File: src/rtl/vga_pix_strobe_gen.sv
// -----------------------------------------------------------------------------
// vga_pix_strobe_gen
//
// Pixel-rate clock-enable generator for the VGA pipeline. A phase accumulator
// running on the 100 MHz system clock produces a single-cycle strobe at the
// fractional rate f_clk * step / 2^ACC_W. The step is chosen from a table of
// N_MODES entries through a level req/valid handshake; after a mode is
// accepted the strobe stays quiet for SETTLE_CYCLES before valid_o rises.
//
// Ports:
//   clk_100m_i    in   system clock, 100 MHz
//   arstn_i       in   asynchronous active-low reset
//   req_i         in   mode-change request (level, held until valid_o)
//   mode_i        in   requested mode index, sampled with req_i
//   strobe_o      out  one-cycle pixel enable
//   valid_o       out  strobe running at the currently selected mode
//   mode_o        out  currently active mode
//   err_o         out  one-cycle pulse when a request names a mode >= N_MODES
//   strobe_cnt_o  out  strobes since entering RUN (monitor build only, else 0)
//
// Build option:
//   VGA_PIX_STROBE_MON_EN  when defined, strobe_cnt_o counts strobes since the
//                          last RUN entry, saturating at 16'hFFFF. When not
//                          defined the counter is absent and strobe_cnt_o = 0.
// -----------------------------------------------------------------------------
module vga_pix_strobe_gen #(
  parameter int ACC_W         = 32,
  parameter int N_MODES       = 4,
  parameter int MODE_W        = (N_MODES > 1) ? $clog2(N_MODES) : 1,
  parameter int SETTLE_CYCLES = 16,
  parameter logic [N_MODES*ACC_W-1:0] MODE_STEPS =
    {32'd0, 32'd2791728742, 32'd1717986918, 32'd1081258017}
) (
  input  logic              clk_100m_i,
  input  logic              arstn_i,
  input  logic              req_i,
  input  logic [MODE_W-1:0] mode_i,
  output logic              strobe_o,
  output logic              valid_o,
  output logic [MODE_W-1:0] mode_o,
  output logic              err_o,
  output logic [15:0]       strobe_cnt_o
);

  localparam int CNT_W = (SETTLE_CYCLES > 1) ? $clog2(SETTLE_CYCLES) : 1;
  localparam logic [CNT_W-1:0] SETTLE_LOAD = CNT_W'(SETTLE_CYCLES - 1);

  typedef enum logic [1:0] {
    IDLE   = 2'd0,
    SETTLE = 2'd1,
    RUN    = 2'd2
  } state_e;

  state_e             state_q, state_d;
  logic [ACC_W-1:0]   acc_q, acc_d;
  logic [ACC_W-1:0]   step_q, step_d;
  logic               strobe_q, strobe_d;
  logic               arm_q, arm_d;
  logic               err_q, err_d;
  logic [MODE_W-1:0]  mode_q, mode_d;
  logic [CNT_W-1:0]   settleCnt_q, settleCnt_d;

  logic               modeValid;
  logic               reqTake;
  logic [ACC_W-1:0]   stepSel;
  logic [ACC_W:0]     sum;

  // Table lookup by comparison so an out-of-range mode never indexes past
  // the packed step table.
  always_comb begin
    stepSel = '0;
    for (int m = 0; m < N_MODES; m++) begin
      if (32'(mode_i) == 32'(m)) begin
        stepSel = MODE_STEPS[m*ACC_W +: ACC_W];
      end
    end
  end

  assign modeValid = (32'(mode_i) < 32'(N_MODES));
  assign sum       = {1'b0, acc_q} + {1'b0, step_q};

  // A request is only looked at outside SETTLE, and only once per low-to-high
  // sequence of req_i thanks to the arm flag.
  assign reqTake = (state_q != SETTLE) && req_i && arm_q;

  always_comb begin
    state_d     = state_q;
    acc_d       = acc_q;
    step_d      = step_q;
    strobe_d    = 1'b0;
    arm_d       = arm_q;
    err_d       = 1'b0;
    mode_d      = mode_q;
    settleCnt_d = settleCnt_q;

    if (!req_i) begin
      arm_d = 1'b1;
    end

    case (state_q)
      IDLE: begin
        acc_d = '0;
      end
      SETTLE: begin
        acc_d = '0;
        if (settleCnt_q == '0) begin
          state_d = RUN;
        end else begin
          settleCnt_d = settleCnt_q - 1'b1;
        end
      end
      RUN: begin
        // Carry out of the accumulator is the pixel strobe.
        acc_d    = sum[ACC_W-1:0];
        strobe_d = sum[ACC_W];
      end
      default: begin
        state_d = IDLE;
        acc_d   = '0;
      end
    endcase

    // A rejected request leaves the running mode untouched.
    if (reqTake) begin
      arm_d = 1'b0;
      if (modeValid) begin
        state_d     = SETTLE;
        acc_d       = '0;
        strobe_d    = 1'b0;
        step_d      = stepSel;
        mode_d      = mode_i;
        settleCnt_d = SETTLE_LOAD;
      end else begin
        err_d = 1'b1;
      end
    end
  end

  always_ff @(posedge clk_100m_i or negedge arstn_i) begin
    if (!arstn_i) begin
      state_q     <= IDLE;
      acc_q       <= '0;
      step_q      <= '0;
      strobe_q    <= 1'b0;
      arm_q       <= 1'b1;
      err_q       <= 1'b0;
      mode_q      <= '0;
      settleCnt_q <= '0;
    end else begin
      state_q     <= state_d;
      acc_q       <= acc_d;
      step_q      <= step_d;
      strobe_q    <= strobe_d;
      arm_q       <= arm_d;
      err_q       <= err_d;
      mode_q      <= mode_d;
      settleCnt_q <= settleCnt_d;
    end
  end

  assign strobe_o = strobe_q;
  assign valid_o  = (state_q == RUN);
  assign mode_o   = mode_q;
  assign err_o    = err_q;

`ifdef VGA_PIX_STROBE_MON_EN
  logic [15:0] strobeCnt_q, strobeCnt_d;

  // Cleared on the SETTLE->RUN transition, then counts strobes and sticks
  // at all-ones.
  always_comb begin
    strobeCnt_d = strobeCnt_q;
    if ((state_q == SETTLE) && (state_d == RUN)) begin
      strobeCnt_d = '0;
    end else if (strobe_q && (strobeCnt_q != 16'hFFFF)) begin
      strobeCnt_d = strobeCnt_q + 16'd1;
    end
  end

  always_ff @(posedge clk_100m_i or negedge arstn_i) begin
    if (!arstn_i) begin
      strobeCnt_q <= '0;
    end else begin
      strobeCnt_q <= strobeCnt_d;
    end
  end

  assign strobe_cnt_o = strobeCnt_q;
`else
  assign strobe_cnt_o = 16'd0;
`endif

endmodule
File: config.mk
export PLATFORM = sky130hd
export DESIGN_NAME = vga_pix_strobe_gen
export DESIGN_NICKNAME = d
export VERILOG_FILES = /design/src/rtl/vga_pix_strobe_gen.sv
export SDC_FILE = /design/constraint.sdc
export NUM_CORES = 1
export LEC_CHECK = 0
export CAP_MARGIN = 20
export CORE_UTILIZATION = 40
export DETAILED_ROUTE_END_ITERATION = 7
export PLACE_DENSITY_LB_ADDON = 0.3
export SETUP_SLACK_MARGIN = 0.05
export SYNTH_ARGS = -nofsm -noshare
export SYNTH_HDL_FRONTEND = slang
export SYNTH_SLANG_ARGS = --single-unit
export TNS_END_PERCENT = 5
File: constraint.sdc
create_clock -name clk_100m_i -period 2.5 [get_ports clk_100m_i]
set_input_delay 0.75 -clock clk_100m_i [delete_from_list [all_inputs] [get_ports clk_100m_i]]
set_output_delay 0.75 -clock clk_100m_i [all_outputs]
set_load 0.01 [all_outputs]
==> results of run 1 <==
-- logic make-up (layout without fill, tap and decap cells) --
kind of cell,after synthesis,count (layout)
AOI/OAI and AO/OA,79,79
xor gates and xnor gates,21,21
adders and majority gates,28,28
buffers and inverters,31,43
DFF,47,47
muxes,6,6
other,1,17
and+or+nand+nor,126,126
-- power groups by stage --
stage / combinational, mW / clock [mW] / sequential (mW)
after global routing: 1.04 / 0.519 / 0.991
final: 0.931 / 0.477 / 0.973
after detailed placement: 0.874 / 0 / 0.982
after global placement: 0.864 / 0 / 0.979
after CTS: 0.882 / 0.489 / 0.971
after floorplan: 0.625 / 0 / 0.971
-- timing repair --
item / in CTS / in global routing
endpoints found under the setup margin: 4 / 11
buffers inserted: 0 / 2
resized for setup: 6 / 17
cloned: 0 / 0
pin swaps: 1 / 5
-- Yosys cell counts, types with 5 or more instances --
cell and number:
xnor2_1 7, o21a_1 5, and3_1 5, buf_4 17, a21oi_1 18, nor3_1 7
a31oi_1 6, nor2b_1 5, o21ai_0 16, nand2b_1 6, dfrtp_1 46, inv_1 9
a21o_1 7, xor2_1 14, nand3_1 8, nor2_1 37, ha_1 27, nand2_1 42
-- metrics by stage --
stage	cell area [um^2]	util [%]
floorplan	3200	-
global placement	3370	45.5
detailed placement	3370	45.5
CTS	3480	47.0
global route	3580	48.3
finish	3580	48.3
-- worst register-to-register path: cells and delay by family (launching register included) --
kind,cells,cell delay (ns)
adders and majority gates,1,0.37
and+or+nand+nor,1,0.18
buffers and inverters,2,0.34
AOI/OAI and AO/OA,4,0.77
DFF,1,0.47
muxes,1,0.13
-- final cells by class --
type                            count  area, um^2  share of cell area [%]
Multi-Input combinational cell    277        1940                    54.1
Sequential cell                    47        1180                    33.0
Timing Repair Buffer               26         214                    5.98
Tap cell                           99         124                    3.46
Clock buffer                        5        68.8                    1.92
Inverter                            9        33.8                   0.944
Clock inverter                      3        20.0                   0.560
-- flip-flops by register name, summed over array words and instances, names as in the netlist --
signal	cells
arm_q	1
acc_q	32
mode_o	2
step_q	5
state_q	2
strobe_o	1
settleCnt_q	4
-- metal layers --
layer	track usage (%)	wire [um]
met5	0	0
met4	5.38	89
met3	2.95	192
met2	26.5	2940
met1	21.8	3080
-- how the worst min path moves through the flow --
stage	end	slack, ns	cells after the start
final	acc_q[4]	0.40	1
after floorplan	acc_q[0]	0.45	0
after detailed placement	arm_q	0.47	2
after CTS	acc_q[7]	0.42	1
after global placement	arm_q	0.46	2
after global routing	acc_q[6]	0.45	1
==> results.cfg, run 1 <==
[sta]
maxSlewViolCount = 0
fmax_mhz = 420
tightest_slew_ns = 0.528
setup_slack_ns = 0.118
min_period_ns = 2.38
fin_skew_ns = 0.00692
finalCritPeriodShare_pct = 95.3
hold_viol = 0
setup_viol_count_final = 0
rsz0062_at_grt = true
slew_headroom_pct = 64.8
tns_ns = 0
holdWs_ns = 0.404

[layout]
most-common-layout-cells = dfrtp_1, nand2_1, nor2_1
area_growth_pct = 14.1
diodes = 0
final_common_cell = dfrtp_1
nFillCells = 658
nets = 399
layout-drive-gt1-share_pct = 16.1
stdcell_count = 466

[power]
p_sw_share_pct = 37.8
leakage_nw = 1.68
p_switching_mw = 0.900
pwr-share-comb_pct = 39.1
p_per_area_nw_per_um2 = 666
p_clk_share_pct = 20.0
peakVddDrop_v = 0.000475
internal-power_mw = 1.48
p_seq_share_pct = 40.9
p_total_mw = 2.38

[critical_path]
cp.required_ns = 2.69
path_depth = 9
cp.arrival_ns = 2.57
cp.buffers_inverters = 2
regToRegStartpoint = step_q[29]
crit_start = step_q[29]
crit_end = acc_q[31]
cp_cell_sequence = buf_6, ha_2, nand4_1, buf_4, a21oi_4, o21ai_2, a2111oi_4, o41ai_2, mux2i_1
cp_max_fo = 6
r2r_end = acc_q[31]
path_class = reg -> reg
crit_path_start_kind = flop
reg2regPathDepth = 9
cpMaxStageDelayCell = dfrtp_2
cp_slowest_stage_delay_ns = 0.47
end_kind = flop
r2r_slack_ns = 0.12
path_delay_family = compound AO/OA/AOI/OAI gates

[clock_tree]
cts_buffer_depth = 2
cts.sinks = 47
cts-buffers-inserted = 5
cts_htree_levels = 2
cts_tree = built
clkLatencyLatePin_ns = 0.31
ctsHoldBuffers = 0
cts_root_buf = clkbuf_8
clkTransAtPathRegs_ns = 0.09

[drt]
route.detailed.drc = 0
antenna_left = 0
wl_mm = 6.30
drt_pass1_iterations = 4
wire_per_inst_um = 13.5
via_per_inst = 5.20
vias = 2423
drt_iter0_markers = 123

[placed_design]
dpl.hpwl_mm = 4.68
routabilityCongestion = 0.834
place_inst = 456
pre_cts_ws_ns = -0.0286
port_buffers = 8

[grt]
grt_max_degree = 25
grt_overflow_total = 0
grt_pass1_wl_mm = 10.8
grt_pass1_vias = 2324
grt_usage_pct = 16.3
grt_antenna_before_repair = 0

[floorplanning]
die_x_um = 90.5
ios = 26
start_util_pct = 42.3
fp-row-count = 31
dieArea_um2 = 8200
die_h_um = 90.5
placeableCoreArea_um2 = 7410

[synth]
ys_seq_area_share_pct = 37.5
ys_types = 53
synth_mux_area_share_pct = 2.04
ys.flop_type = dfrtp_1
yosys.area.top_type_share_pct = 36.7
synth_top_family_by_area = simple AND/OR/NAND/NOR gates
synthAdderAreaFrac_pct = 11.4
ys_ff_latch = 47
syn-instance-count = 339
avgSynthCellArea_um2 = 9.25
synth_compound_area_share_pct = 18.0
synth.cell_area_um2 = 3140
synth_simple_gate_area_share_pct = 19.3
yosys.area_share.xor_xnor_pct = 5.87
yosys_warnings = 0
synth_edf_count = 0
ys_async_sr_fraction_pct = 100
synthTopCellsByArea = dfrtp_1, ha_1, nand2_1
netlist.top_cell.by_area = dfrtp_1

[flow_run]
max_cap_viol_count = 0

[outcome]
status = complete, no violations

[worst_hold_path]
min_path_type = in -> async
(Power assumes the default switching activity.)
==> run 2, diff against run 1 <==
Settings changed: RECOVER_POWER set to 50.
==> run 2 against run 1 <==
Against the previous run:
- flip-flop and latch count unchanged
- largest power group unchanged
- worst setup slack got worse by 0.0025 ns
- critical path type unchanged
- register-to-register slack about the same
- critical endpoint unchanged
==> results.cfg, run 2 (synthesis gave the netlist of run 1 again) <==
[clock_tree]
clkTransAtPathRegs_ns = 0.10
cts.sinks = 47
cts_buffer_depth = 2
cts_tree = built
cts_htree_levels = 2
cts_root_buf = clkbuf_8
clkLatencyLatePin_ns = 0.31
cts-buffers-inserted = 5

[drt]
wire_per_inst_um = 13.5
via_per_inst = 5.20
antenna_left = 0
drt_iter0_markers = 131
route.detailed.drc = 0
vias = 2421
wl_mm = 6.31
drt_pass1_iterations = 4

[sta]
fmax_mhz = 419
tightest_slew_ns = 1.25
setup_viol_count_final = 0
maxSlewViolCount = 0
rsz0062_at_grt = true
slew_headroom_pct = 16.8
hold_viol = 0
finalCritPeriodShare_pct = 95.4
fin_skew_ns = 0.00715
tns_ns = 0
min_period_ns = 2.38

[layout]
multiInputGateArea_um2 = 1940
nFillCells = 662
area_growth_pct = 13.8
nets = 399
regArea_um2 = 1180
layout-drive-gt1-share_pct = 15.3
diodes = 0
most-common-layout-cells = dfrtp_1, nand2_1, nor2_1
final_common_cell = dfrtp_1
largest_register_ffs = 32
stdcell_area_um2 = 3570
largest_register = acc_q
stdcell_count = 466
utilization_pct = 48.2
reg.largest.list = acc_q: 32 flops, step_q: 5 flops, settleCnt_q: 4 flops

[critical_path]
reg2regPathDepth = 9
path_class = reg -> reg
cpMaxStageDelayCell = dfrtp_2
end_kind = flop
cp.required_ns = 2.69
cp_max_fo = 6
crit_path_start_kind = flop
cp.arrival_ns = 2.57
cp_slowest_stage_delay_ns = 0.47
cp_cell_sequence = buf_6, ha_2, nand4_1, buf_4, a21oi_4, o21ai_2, a2111oi_4, o41ai_2, mux2i_1

[power]
peakVddDrop_v = 0.000475
p_seq_share_pct = 40.9
p_switching_mw = 0.902
p_clk_share_pct = 20.1
pwr-share-comb_pct = 39.0
p_total_mw = 2.38
p_sw_share_pct = 37.9
internal-power_mw = 1.48
p_per_area_nw_per_um2 = 667
leakage_nw = 1.67

[placed_design]
port_buffers = 8
place_area_um2 = 3370
place_inst = 456
routabilityCongestion = 0.834
dpl.hpwl_mm = 4.68

[floorplanning]
start_util_pct = 42.3
ios = 26
placeableCoreArea_um2 = 7410
die_h_um = 90.5
die_x_um = 90.5
dieArea_um2 = 8200
fp-row-count = 31

[outcome]
status = complete, no violations

[worst_hold_path]
whs_path_depth = 2
min_path_type = reg -> reg

[grt]
grt_usage_pct = 16.3
grt_antenna_before_repair = 0
grt_overflow_total = 0
grt_pass1_wl_mm = 10.8
grt_max_degree = 25
grt_pass1_vias = 2324

[flow_run]
max_cap_viol_count = 0
-- run 2: power groups by stage --
stage	registers, mW	logic, mW	clock network (mW)
after global routing	0.991	1.04	0.519
after floorplan	0.971	0.625	0
final	0.974	0.929	0.478
after global placement	0.979	0.864	0
after detailed placement	0.982	0.874	0
after CTS	0.971	0.882	0.489
-- run 2: metal layers --
layer / vias up / GRT usage [%] / part of all wire, %
li1: 1222 / - / -
met1: 1153 / 21.8 / 49
met2: 36 / 26.5 / 47
met3: 10 / 2.95 / 2.8
met4: 0 / 5.38 / 1.4
met5: - / 0 / 0
-- run 2: final cells by class --
class	count	area share (%)
clock buffer	5	1.93
clock inverter	3	0.561
timing repair buffer	26	5.75
tap	99	3.47
sequential	47	33.1
inverter	9	0.947
multi-input combinational	277	54.3
-- run 2: timing repair --
action	4_1_cts	5_1_grt
endpoints found under the hold margin	0	0
setup endpoints to repair	4	11
hold buffers	0	0
resized for setup	6	17
pin swaps	1	5
buffers inserted	0	2
-- run 2: worst max-delay path: cells and delay by family (launching register included) --
kind | cells | cell delay [ns]
buffers and inverters | 2 | 0.34
flip-flops | 1 | 0.47
AND/OR/NAND/NOR | 1 | 0.18
AO/OA/AOI/OAI | 4 | 0.77
adder cells (fa/ha/maj) | 1 | 0.37
multiplexers | 1 | 0.13
-- run 2: through the flow --
| stage | setup WS [ns] | hold WS, ns |
|---|---|---|
| final | 0.116 | 0.477 |
| after global routing | 0.00491 | 0.507 |
| after CTS | 0.0522 | 0.421 |
| after detailed placement | -0.0286 | 0.468 |
| after global placement | -0.0270 | 0.459 |
| after floorplan | 0.176 | 0.446 |
-- run 2: path summary, 6_finish.rpt --
kind,start,to,slack (ns)
worst max-delay path,step_q[29],acc_q[31],0.12
worst min-delay path,arm_q,arm_q,0.48
worst max register to register,step_q[29],acc_q[31],0.12
worst min register to register,arm_q,arm_q,0.48
max in group asynchronous,arstn_i,acc_q[23],0.63
min in group asynchronous,arstn_i,acc_q[4],0.68
==> run 3, diff against run 2 <==
Settings changed: CTS_CLUSTER_DIAMETER set to 50.
==> results of run 3 <==
The final DEF is identical to that of run 2; final timing and power are the same.
